==> src/rtl/instr_fetch_unit.sv <==
// Instruction fetch unit: owns the PC and the instruction register, and runs
// a single outstanding request/ready handshake against instruction memory.
// A fetch ends in DONE (new instruction), or in the sticky ERR state on a
// misaligned PC or a memory that never answers. Only rst leaves ERR.
module instr_fetch_unit #(
  parameter logic [31:0] RESET_PC = 32'h0000_0000,
  parameter int unsigned TIMEOUT  = 15,
  parameter logic [31:0] NOP_INSN = 32'h0000_0013
) (
  input  logic        clk,
  input  logic        rst,
  input  logic        fetch_start,
  input  logic        pc_load,
  input  logic [31:0] pc_next,
  output logic        imem_req,
  output logic [31:0] imem_addr,
  input  logic        imem_ready,
  input  logic [31:0] imem_rdata,
  output logic [31:0] ir,
  output logic [6:0]  opcode,
  output logic [31:0] pc,
  output logic [31:0] pc_plus4,
  output logic        ir_valid,
  output logic        fetch_busy,
  output logic        fetch_err
);

  // TIMEOUT is limited to 1..255, so an 8-bit wait counter is enough.
  localparam logic [7:0] TIMEOUT_CNT = 8'(TIMEOUT);

  typedef enum logic [2:0] {
    S_IDLE,
    S_REQ,
    S_WAIT,
    S_DONE,
    S_ERR
  } state_t;

  state_t      state_reg,      state_next;
  logic [31:0] pc_val_reg,     pc_val_next;
  logic [31:0] fetch_addr_reg, fetch_addr_next;
  logic [31:0] ir_reg,         ir_next;
  logic [7:0]  cnt_reg,        cnt_next;

  // State register; reset wins over every input, dropping any pending transfer.
  always_ff @(posedge clk) begin
    if (rst) begin
      state_reg      <= S_IDLE;
      pc_val_reg     <= RESET_PC;
      fetch_addr_reg <= RESET_PC;
      ir_reg         <= NOP_INSN;
      cnt_reg        <= 8'd0;
    end else begin
      state_reg      <= state_next;
      pc_val_reg     <= pc_val_next;
      fetch_addr_reg <= fetch_addr_next;
      ir_reg         <= ir_next;
      cnt_reg        <= cnt_next;
    end
  end

  // Next-state logic: handshake progress, wait-state timeout and PC updates.
  always_comb begin
    state_next      = state_reg;
    pc_val_next     = pc_val_reg;
    fetch_addr_next = fetch_addr_reg;
    ir_next         = ir_reg;
    cnt_next        = cnt_reg;

    case (state_reg)
      S_IDLE: begin
        // A simultaneous load still lets the fetch use the old PC.
        if (pc_load) begin
          pc_val_next = pc_next;
        end
        if (fetch_start) begin
          if (pc_val_reg[1:0] == 2'b00) begin
            fetch_addr_next = pc_val_reg;
            state_next      = S_REQ;
          end else begin
            state_next = S_ERR;
          end
        end
      end

      S_REQ: begin
        if (imem_ready) begin
          ir_next    = imem_rdata;
          state_next = S_DONE;
        end else begin
          cnt_next   = 8'd1;
          state_next = S_WAIT;
        end
      end

      S_WAIT: begin
        if (imem_ready) begin
          ir_next    = imem_rdata;
          state_next = S_DONE;
        end else if (cnt_reg == TIMEOUT_CNT) begin
          state_next = S_ERR;
        end else begin
          cnt_next = cnt_reg + 8'd1;
        end
      end

      S_DONE: begin
        // A new fetch_start here is ignored; the control unit re-requests from IDLE.
        if (pc_load) begin
          pc_val_next = pc_next;
        end
        state_next = S_IDLE;
      end

      S_ERR: begin
        state_next = S_ERR;
      end

      default: begin
        state_next = S_IDLE;
      end
    endcase
  end

  assign imem_req   = (state_reg == S_REQ) || (state_reg == S_WAIT);
  assign imem_addr  = fetch_addr_reg;
  assign fetch_busy = imem_req;
  assign ir_valid   = (state_reg == S_DONE);
  assign fetch_err  = (state_reg == S_ERR);
  assign ir         = ir_reg;
  assign opcode     = ir_reg[6:0];
  assign pc         = pc_val_reg;
  assign pc_plus4   = pc_val_reg + 32'd4;

endmodule

==> config.mk <==
export PLATFORM = sky130hd
export DESIGN_NAME = instr_fetch_unit
export DESIGN_NICKNAME = d
export VERILOG_FILES = /design/src/rtl/instr_fetch_unit.sv
export SDC_FILE = /design/constraint.sdc
export NUM_CORES = 1
export LEC_CHECK = 0
export BUFFER_PORTS_ARGS = -buffer_cell sky130_fd_sc_hd__clkbuf_2
export CORE_UTILIZATION = 30
export CTS_BUF_LIST = sky130_fd_sc_hd__clkbuf_2
export DETAILED_ROUTE_END_ITERATION = 7
export PLACE_DENSITY = 0.64
export SYNTH_ARGS = -nofsm -noshare
export SYNTH_HDL_FRONTEND = slang
export SYNTH_SLANG_ARGS = --single-unit
==> constraint.sdc <==
create_clock -name clk -period 5.7 [get_ports clk]
set_input_delay 1.14 -clock clk [delete_from_list [all_inputs] [get_ports clk]]
set_output_delay 1.14 -clock clk [all_outputs]
set_load 0.02 [all_outputs]
**Yosys cells after proc, flatten, opt, wreduce, memory -nomap -nowiden**

Cells that the tools add are included.

- Logic and storage cells: 38
- Flip-flop bits (word level): 107
- Output and inout port bits: 139

- Eq/ne operators: 10
- Mux-type cells: 10
- Add/subtract/negate cells: 2
- Reductions and logical operators: 11

Operator list:

| operator | count |
|---|---|
| $add A32 B3 Y32 const B | 1 |
| $mux W8 | 3 |
| $pmux W8 S2 | 1 |
| $mux W3 | 4 |
| $pmux W3 S4 | 1 |
| $add A8 B1 Y8 const B | 1 |
| $eq A8 B4 Y1 const B | 1 |
| $ne A2 B2 Y1 const B | 4 |
| $eq A3 B2 Y1 const B | 2 |
| $reduce_and A2 Y1 | 3 |
| $reduce_and A4 Y1 | 1 |
| $reduce_or A2 Y1 | 2 |
| $eq A3 B1 Y1 const B | 1 |
| $eq A3 B3 Y1 const B | 1 |
| $logic_not A3 Y1 | 1 |
| $ne A3 B3 Y1 const B | 1 |
| $reduce_and A3 Y1 | 1 |
| $logic_not A2 Y1 | 1 |
| $reduce_bool A2 Y1 | 1 |
| $logic_or A1 B1 Y1 | 1 |
| $mux W1 | 1 |

**Logic depth before layout (Yosys ltp)**

Gate-level depths: netlist (run 1).

- Depth in word-level cells: 4
- Mapped depth: 7
- Gate-level depth less buffers: 5

**Worst setup path after synthesis (run 1)**

OpenSTA, ideal clock, no wires.

- Kind: register to output
- Start point: reg pc_val_reg[2], in the netlist pc[2]
- End point: out pc_plus4[28]
- Stages on the path, launching flop included: 7
- Path buffers: 1
- Data required time: 4.560 ns
- Setup slack: 2.611 ns
- Arrival time: 1.949 ns
- Cells stage by stage: dfxtp_1 ha_1 and3_1 clkbuf_1 nand3_1 nor4_1 xor2_1

- Longest elaborated chain between the ends: 1

RTL lines:

| what | RTL line | source |
|---|---|---|
| from (decl) | 40 | `logic [31:0] pc_val_reg, pc_val_next;` |
| from (signal assigned) | 55 | `pc_val_reg <= pc_val_next;` |
| $add A32 B3 Y32 | 133 | `assign pc_plus4 = pc_val_reg + 32'd4;` |
| to (decl) | 22 | `output logic [31:0] pc_plus4,` |

Every way passes these cells.

**Final worst setup path (run 1)**

- Start point: reg pc_val_reg[3], in the netlist pc[3]
- End point: out pc_plus4[28]

The elaborated chain is that of the path after synthesis.

==> results of run 1 <==
power by group:
part / leakage [µW] / internal, µW / switching (µW)
Sequential: 0.000871 / 889 / 162
Combinational: 0.00161 / 338 / 749
Clock: 0.0000778 / 110 / 274
per-layer routing:
layer	vias to the layer above	global-route usage, %	wire, µm
li1	2315	-	-
met1	2037	22.2	6240
met2	179	28.0	6100
met3	10	4.12	875
met4	0	6.31	134
met5	-	0	0
critical path, stage by stage, from the launching register on:
cell and delay, ns:
sky130_fd_sc_hd__dfxtp_1 0.50, sky130_fd_sc_hd__ha_1 0.21, sky130_fd_sc_hd__and3_1 0.27, sky130_fd_sc_hd__nand3_1 0.38
sky130_fd_sc_hd__nor4_1 0.37, sky130_fd_sc_hd__xor2_1 0.24, sky130_fd_sc_hd__clkbuf_2 0.21
layout by cell type (no fill, tap or decap), types with 10 or more instances in the layout:
cell	synthesis	final
sky130_fd_sc_hd__nand2_1	202	202
sky130_fd_sc_hd__dfxtp_1	107	107
sky130_fd_sc_hd__nor3_1	13	12
sky130_fd_sc_hd__nand3_1	20	20
sky130_fd_sc_hd__a21oi_1	101	101
sky130_fd_sc_hd__xnor2_1	15	15
sky130_fd_sc_hd__and3_1	10	10
sky130_fd_sc_hd__xor2_1	15	15
sky130_fd_sc_hd__clkbuf_2	0	216
worst paths after layout:
check / end / slack (ns) / depth (start not counted)
worst max-delay path: pc_plus4[28] / 1.76 / 6
worst max register to register: pc[20] / 3.52 / 5
worst min-delay path: ir[14] / 0.47 / 2
worst min register to register: ir[14] / 0.47 / 2
cell type report:
cell class / instances / area, µm²
clock inverter: 6 / 70.1
inverter: 8 / 30.0
fill: 1559 / 8840
timing repair buffer: 214 / 1090
multi-input combinational: 430 / 2140
clock buffer: 10 / 50.0
tap: 184 / 230
sequential: 107 / 2140
cells by family after synthesis:
logic type / synth area share (%)
fa+ha+maj: 0.554
xor+xnor: 5.82
flops: 47.4
compound gates: 13.7
simple gates: 27.1
buf+inv: 5.43
per-stage QoR:
step / area (µm²) / util (%) / hold slack (ns) / power, µW
floorplan: 4520 / - / 0.465 / 1790
global placement: 5630 / 38.6 / 0.441 / 2160
detailed placement: 5630 / 38.6 / 0.446 / 2170
CTS: 5750 / 39.4 / 0.472 / 2560
global route: 5750 / 39.4 / 0.481 / 2710
finish: 5750 / 39.4 / 0.470 / 2520
==> results.sh, run 1 <==
export IMPL_layout_worst_path_cycle_share_pct=69.2
export IMPL_place_worst_setup_slack_ns=2.42
export IMPL_level_count_of_the_clock_h_tree=3
export IMPL_row_count=44
export IMPL_grt_ovfl_total=0
export IMPL_post_place_cells=943
export IMPL_worst_hold_startpoint="ir[14]"
export IMPL_finalWeightedCongestion=0.809
export IMPL_syn_nets=663
export IMPL_syn_cell_area_um2=4520
export IMPL_cts_hold_buffers=0
export IMPL_min_delay_path_class="reg2reg"
export IMPL_n_antenna_cell=0
export IMPL_arrival_ns=2.80
export IMPL_worst_path_max_fanout=9
export IMPL_initial_core_util_pct=31.0
export IMPL_fin_tns_setup_ns=0
export IMPL_final_instance_count_excl_fill=959
export IMPL_peakVddDrop_mv=0.337
export IMPL_fp_dieArea_um2=15600
export IMPL_timing_worst_slew_pin_value_ns=0.803
export IMPL_dp_hpwl_mm=9.43
export IMPL_detail_route_wirelength_mm=13.3
export IMPL_worstSkewPairLatency_ns=0.62
export IMPL_setup_worst_path_class="reg2out"
export IMPL_portBuffers=207
export IMPL_ys_flop_type="sky130_fd_sc_hd__dfxtp_1"
export IMPL_io_pins=208
export IMPL_yosys_top_cells_area="sky130_fd_sc_hd__dfxtp_1, sky130_fd_sc_hd__nand2_1, sky130_fd_sc_hd__a21oi_1"
export IMPL_clock_tree_buffer_depth=2
export IMPL_netlist_cell_type_count=38
export IMPL_pin_count_of_the_biggest_net_entering_global_routing=62
export IMPL_yosys_warnings=0
export IMPL_ys_top_cells_by_count="sky130_fd_sc_hd__nand2_1, sky130_fd_sc_hd__dfxtp_1, sky130_fd_sc_hd__a21oi_1, sky130_fd_sc_hd__clkbuf_1, sky130_fd_sc_hd__nand3_1"
export IMPL_drc=0
export IMPL_timing_fmax_mhz=254
export IMPL_vias=4541
export IMPL_drt_wirelength_per_cell_um=13.9
export IMPL_finalHoldViolations=0
export IMPL_vias_in_the_first_global_route=4071
export IMPL_antenna_violations_before_repair=0
export IMPL_ant_nets=0
export IMPL_synth_seq_cells=107
export IMPL_rsz0062_at_grt="false"
export IMPL_yosys_cell_count_top_type="sky130_fd_sc_hd__nand2_1"
export IMPL_setup_viol_count_final=0
export IMPL_result_of_the_run="complete, no violations"
export IMPL_asyncSetResetFlopFracSynth_pct=0
export IMPL_max_slew_margin_rel_pct=45.7
export IMPL_layout_setup_ws_ns=1.76
export IMPL_timing_critical_path_to_type="output port"
export IMPL_synth_enable_flop_cells=0
export IMPL_finalNetCount=841
export IMPL_clkTransAtPathRegs_ns=0.32
export IMPL_fraction_of_the_yosys_area_taken_by_sequential_cells_pct=47.4
export IMPL_leakage_uw=0.00256
export IMPL_critical_path_required_ns=4.56
export IMPL_syn2layout_area_growth_pct=27.2
export IMPL_yosysTopAreaCellShare_pct=47.4
export IMPL_grt_total_usage_pct=17.3
export IMPL_post_syn_instances=592
export IMPL_critPathLaunchType="flip-flop"
export IMPL_cts_sink_count=107
export IMPL_fraction_of_final_layout_cells_with_drive_strength_greater_than_1_pct=30.2
export IMPL_fin_crit_ns=3.94
export IMPL_grt_first_pass_wirelength_mm=21.5
export IMPL_post_cts_resized=0
export IMPL_fp_dieW_um=125
export IMPL_via_per_inst=4.74
export IMPL_synth_top_cell_by_area="sky130_fd_sc_hd__dfxtp_1"
export IMPL_cts_root_buf="sky130_fd_sc_hd__clkbuf_2"
export IMPL_p_per_area_nw_per_um2=438
export IMPL_tritoncts_num_buffers=9
export IMPL_syn_area_per_cell_um2=7.63
export IMPL_fin_worst_skew_ns=0.0540
export IMPL_initialDrtViolationCount=288
export IMPL_timing_final_max_slew_violations=0
export IMPL_worst_r2r_startpoint="state_reg[0]"
export IMPL_design_core_area_um2=14600
export IMPL_drv_cap=0
export IMPL_cts_post_setup_buffers_inserted=0
export IMPL_dr_pass1_iters=4
export IMPL_die_height_um=125
export IMPL_crit_path_start="pc[3]"
export IMPL_cts_tree="built"
(Power assumes the default switching activity.)
==> run 2, diff against run 1 <==
- ABC_AREA: default -> 1
- PLACE_DENSITY: 0.64 -> 0.63
- clock period: 5.7 -> 3.7 ns (I/O delays scaled with it)
==> run 2 against run 1 <==
  * Clock power up 49%
  * Combinational power up 140%
  * Critical path depth up 3
  * Critical path type unchanged
  * Largest cell class is now multi-input gates
  * Largest power group unchanged
==> results.sh, run 2 <==
export IMPL_result_of_the_run="complete, no violations"
export IMPL_worst_path_max_fanout=5
export IMPL_critical_path_required_ns=2.96
export IMPL_syn_area_per_cell_um2=7.11
export IMPL_rsz0062_at_grt="false"
export IMPL_critPathLaunchType="flip-flop"
export IMPL_grt_ovfl_total=0
export IMPL_switching_share_pct=52.3
export IMPL_tritoncts_num_buffers=9
export IMPL_post_cts_resized=0
export IMPL_cts_tree="built"
export IMPL_cts_root_buf="sky130_fd_sc_hd__clkbuf_2"
export IMPL_cts_hold_buffers=0
export IMPL_finalWeightedCongestion=0.953
export IMPL_layout_worst_path_cycle_share_pct=86.5
export IMPL_ys_flop_type="sky130_fd_sc_hd__dfxtp_1"
export IMPL_synth_top_cell_by_area="sky130_fd_sc_hd__dfxtp_1"
export IMPL_nFillCells=1772
export IMPL_fp_dieW_um=130
export IMPL_initialDrtViolationCount=283
export IMPL_cts_sink_count=107
export IMPL_fin_crit_ns=3.20
export IMPL_pin_count_of_the_biggest_net_entering_global_routing=62
export IMPL_via_per_inst=4.51
export IMPL_fin_total_pwr_uw=5100
export IMPL_clock_tree_buffer_depth=2
export IMPL_comb_power_share_pct=51.2
export IMPL_fin_tns_setup_ns=0
export IMPL_netlist_cell_type_count=34
export IMPL_leakage_uw=0.00277
export IMPL_io_pins=208
export IMPL_drv_cap=0
export IMPL_dp_hpwl_mm=11.9
export IMPL_drc=0
export IMPL_fp_dieArea_um2=16900
export IMPL_max_slew_margin_rel_pct=58.8
export IMPL_clkTransAtPathRegs_ns=0.35
export IMPL_portBuffers=207
export IMPL_timing_worst_slew_pin_value_ns=0.617
export IMPL_arrival_ns=2.46
export IMPL_cts_post_setup_buffers_inserted=0
export IMPL_level_count_of_the_clock_h_tree=3
export IMPL_yosys_top_cells_area="sky130_fd_sc_hd__dfxtp_1, sky130_fd_sc_hd__nor2_1, sky130_fd_sc_hd__o21ai_0"
export IMPL_yosysTopAreaCellShare_pct=43.7
export IMPL_finalNetCount=939
export IMPL_layout_commonest_cell="sky130_fd_sc_hd__clkbuf_2"
export IMPL_dr_pass1_iters=5
export IMPL_yosys_warnings=0
export IMPL_syn2layout_area_growth_pct=23.3
export IMPL_min_delay_path_class="in2reg"
export IMPL_finalHoldViolations=0
export IMPL_worstSkewPairLatency_ns=0.67
export IMPL_p_per_area_nw_per_um2=844
export IMPL_grt_first_pass_wirelength_mm=23.9
export IMPL_cell_internal_pwr_uw=2430
export IMPL_fraction_of_final_layout_cells_with_drive_strength_greater_than_1_pct=29.6
export IMPL_setup_worst_path_class="reg2out"
export IMPL_ant_nets=0
export IMPL_vias=4921
export IMPL_timing_final_max_slew_violations=0
export IMPL_asyncSetResetFlopFracSynth_pct=0
export IMPL_post_syn_instances=689
export IMPL_fin_worst_skew_ns=0.0493
export IMPL_power_frac_seq_pct=37.6
export IMPL_grt_total_usage_pct=18.8
export IMPL_yosys_cell_count_top_type="sky130_fd_sc_hd__nor2_1"
export IMPL_ys_top_cells_by_count="sky130_fd_sc_hd__nor2_1, sky130_fd_sc_hd__dfxtp_1, sky130_fd_sc_hd__nand2_1, sky130_fd_sc_hd__o21ai_0, sky130_fd_sc_hd__inv_1"
export IMPL_die_height_um=130
export IMPL_vias_in_the_first_global_route=4450
export IMPL_final_cell_mix="sky130_fd_sc_hd__clkbuf_2, sky130_fd_sc_hd__nor2_1, sky130_fd_sc_hd__dfxtp_1"
export IMPL_fraction_of_the_yosys_area_taken_by_sequential_cells_pct=43.7
export IMPL_peakVddDrop_mv=0.486
export IMPL_initial_core_util_pct=30.7
export IMPL_clkPwrFrac_pct=11.2
export IMPL_synth_seq_cells=107
export IMPL_row_count=46
export IMPL_timing_critical_path_to_type="output port"
export IMPL_antenna_violations_before_repair=1
export IMPL_design_core_area_um2=15900
export IMPL_net_switching_power_uw=2660
export IMPL_timing_fmax_mhz=312
export IMPL_synth_enable_flop_cells=0
export IMPL_syn_cell_area_um2=4900
export IMPL_drt_wirelength_per_cell_um=14.5
export IMPL_setup_viol_count_final=0
export IMPL_syn_nets=760
export IMPL_detail_route_wirelength_mm=15.8
==> run 2: kinds of logic after synthesis <==
family	after synthesis	share of synthesized area, %
AND/OR/NAND/NOR	360	30.6
adder cells (fa/ha/maj)	2	0.510
AO/OA/AOI/OAI	124	13.0
buffers and inverters	80	9.29
XOR/XNOR	16	2.86
flip-flops	107	43.7
==> run 2: cell type report <==
class / count / area (µm²) / share of cell area, %
Sequential cell: 107 / 2140 / 35.5
Clock buffer: 9 / 45.0 / 0.745
Antenna cell: 1 / 2.50 / 0.0414
Inverter: 40 / 155 / 2.57
Tap cell: 216 / 270 / 4.47
Clock inverter: 7 / 66.3 / 1.10
Timing Repair Buffer: 208 / 1060 / 17.5
Multi-Input combinational cell: 502 / 2300 / 38.1
==> run 2: final timing paths <==
kind / from / depth (start not counted) / endpoint / slack [ns]
worst min register to register: imem_addr[1] / 2 / imem_addr[1] / 0.46
worst min-delay path: imem_rdata[1] / 3 / ir[1] / 0.24
worst max-delay path: pc[2] / 9 / pc_plus4[16] / 0.50
worst max register to register: state_reg[0] / 7 / state_reg[0] / 1.65
==> run 2: power groups by stage <==
stage / combinational [µW] / clock [µW] / sequential (µW)
6_report: 2610 / 570 / 1920
5_1_grt: 2880 / 637 / 1980
3_5_place_dp: 2630 / 0 / 1950
4_1_cts: 2630 / 595 / 1920
3_3_place_gp: 2630 / 0 / 1930
2_1_floorplan: 1500 / 0 / 2310
==> run 2: through the flow <==
step | hold WS, ns | instances | setup WS (ns) | area [µm²] | util, %
final | 0.236 | 1090 | 0.498 | 6040 | 37.9
after global routing | 0.154 | 1090 | 0.241 | 6040 | 37.9
after CTS | 0.165 | 1089 | 0.402 | 6040 | 37.9
after detailed placement | 0.434 | 1073 | 1.21 | 5930 | 37.2
after global placement | 0.431 | 1073 | 1.27 | 5930 | 37.2
after floorplan | 0.460 | 689 | 1.29 | 4900 | -
==> run 2: metal layers <==
| metal | GRT usage (%) | part of all wire (%) | vias to the layer above |
|---|---|---|---|
| li1 | - | - | 2550 |
| met1 | 25.6 | 48 | 2183 |
| met2 | 27.9 | 43 | 155 |
| met3 | 3.69 | 5.4 | 33 |
| met4 | 10.3 | 3.5 | 0 |
| met5 | 0 | 0 | - |
==> run 2: worst max-delay path, cell delays in order, from the launching register on <==
cell	delay (ns)
sky130_fd_sc_hd__dfxtp_1	0.49
sky130_fd_sc_hd__ha_1	0.34
sky130_fd_sc_hd__nand3_2	0.16
sky130_fd_sc_hd__inv_1	0.14
sky130_fd_sc_hd__nand2_2	0.09
sky130_fd_sc_hd__inv_2	0.07
sky130_fd_sc_hd__nand2_1	0.06
sky130_fd_sc_hd__nor2_2	0.10
sky130_fd_sc_hd__xor2_1	0.18
sky130_fd_sc_hd__clkbuf_2	0.20
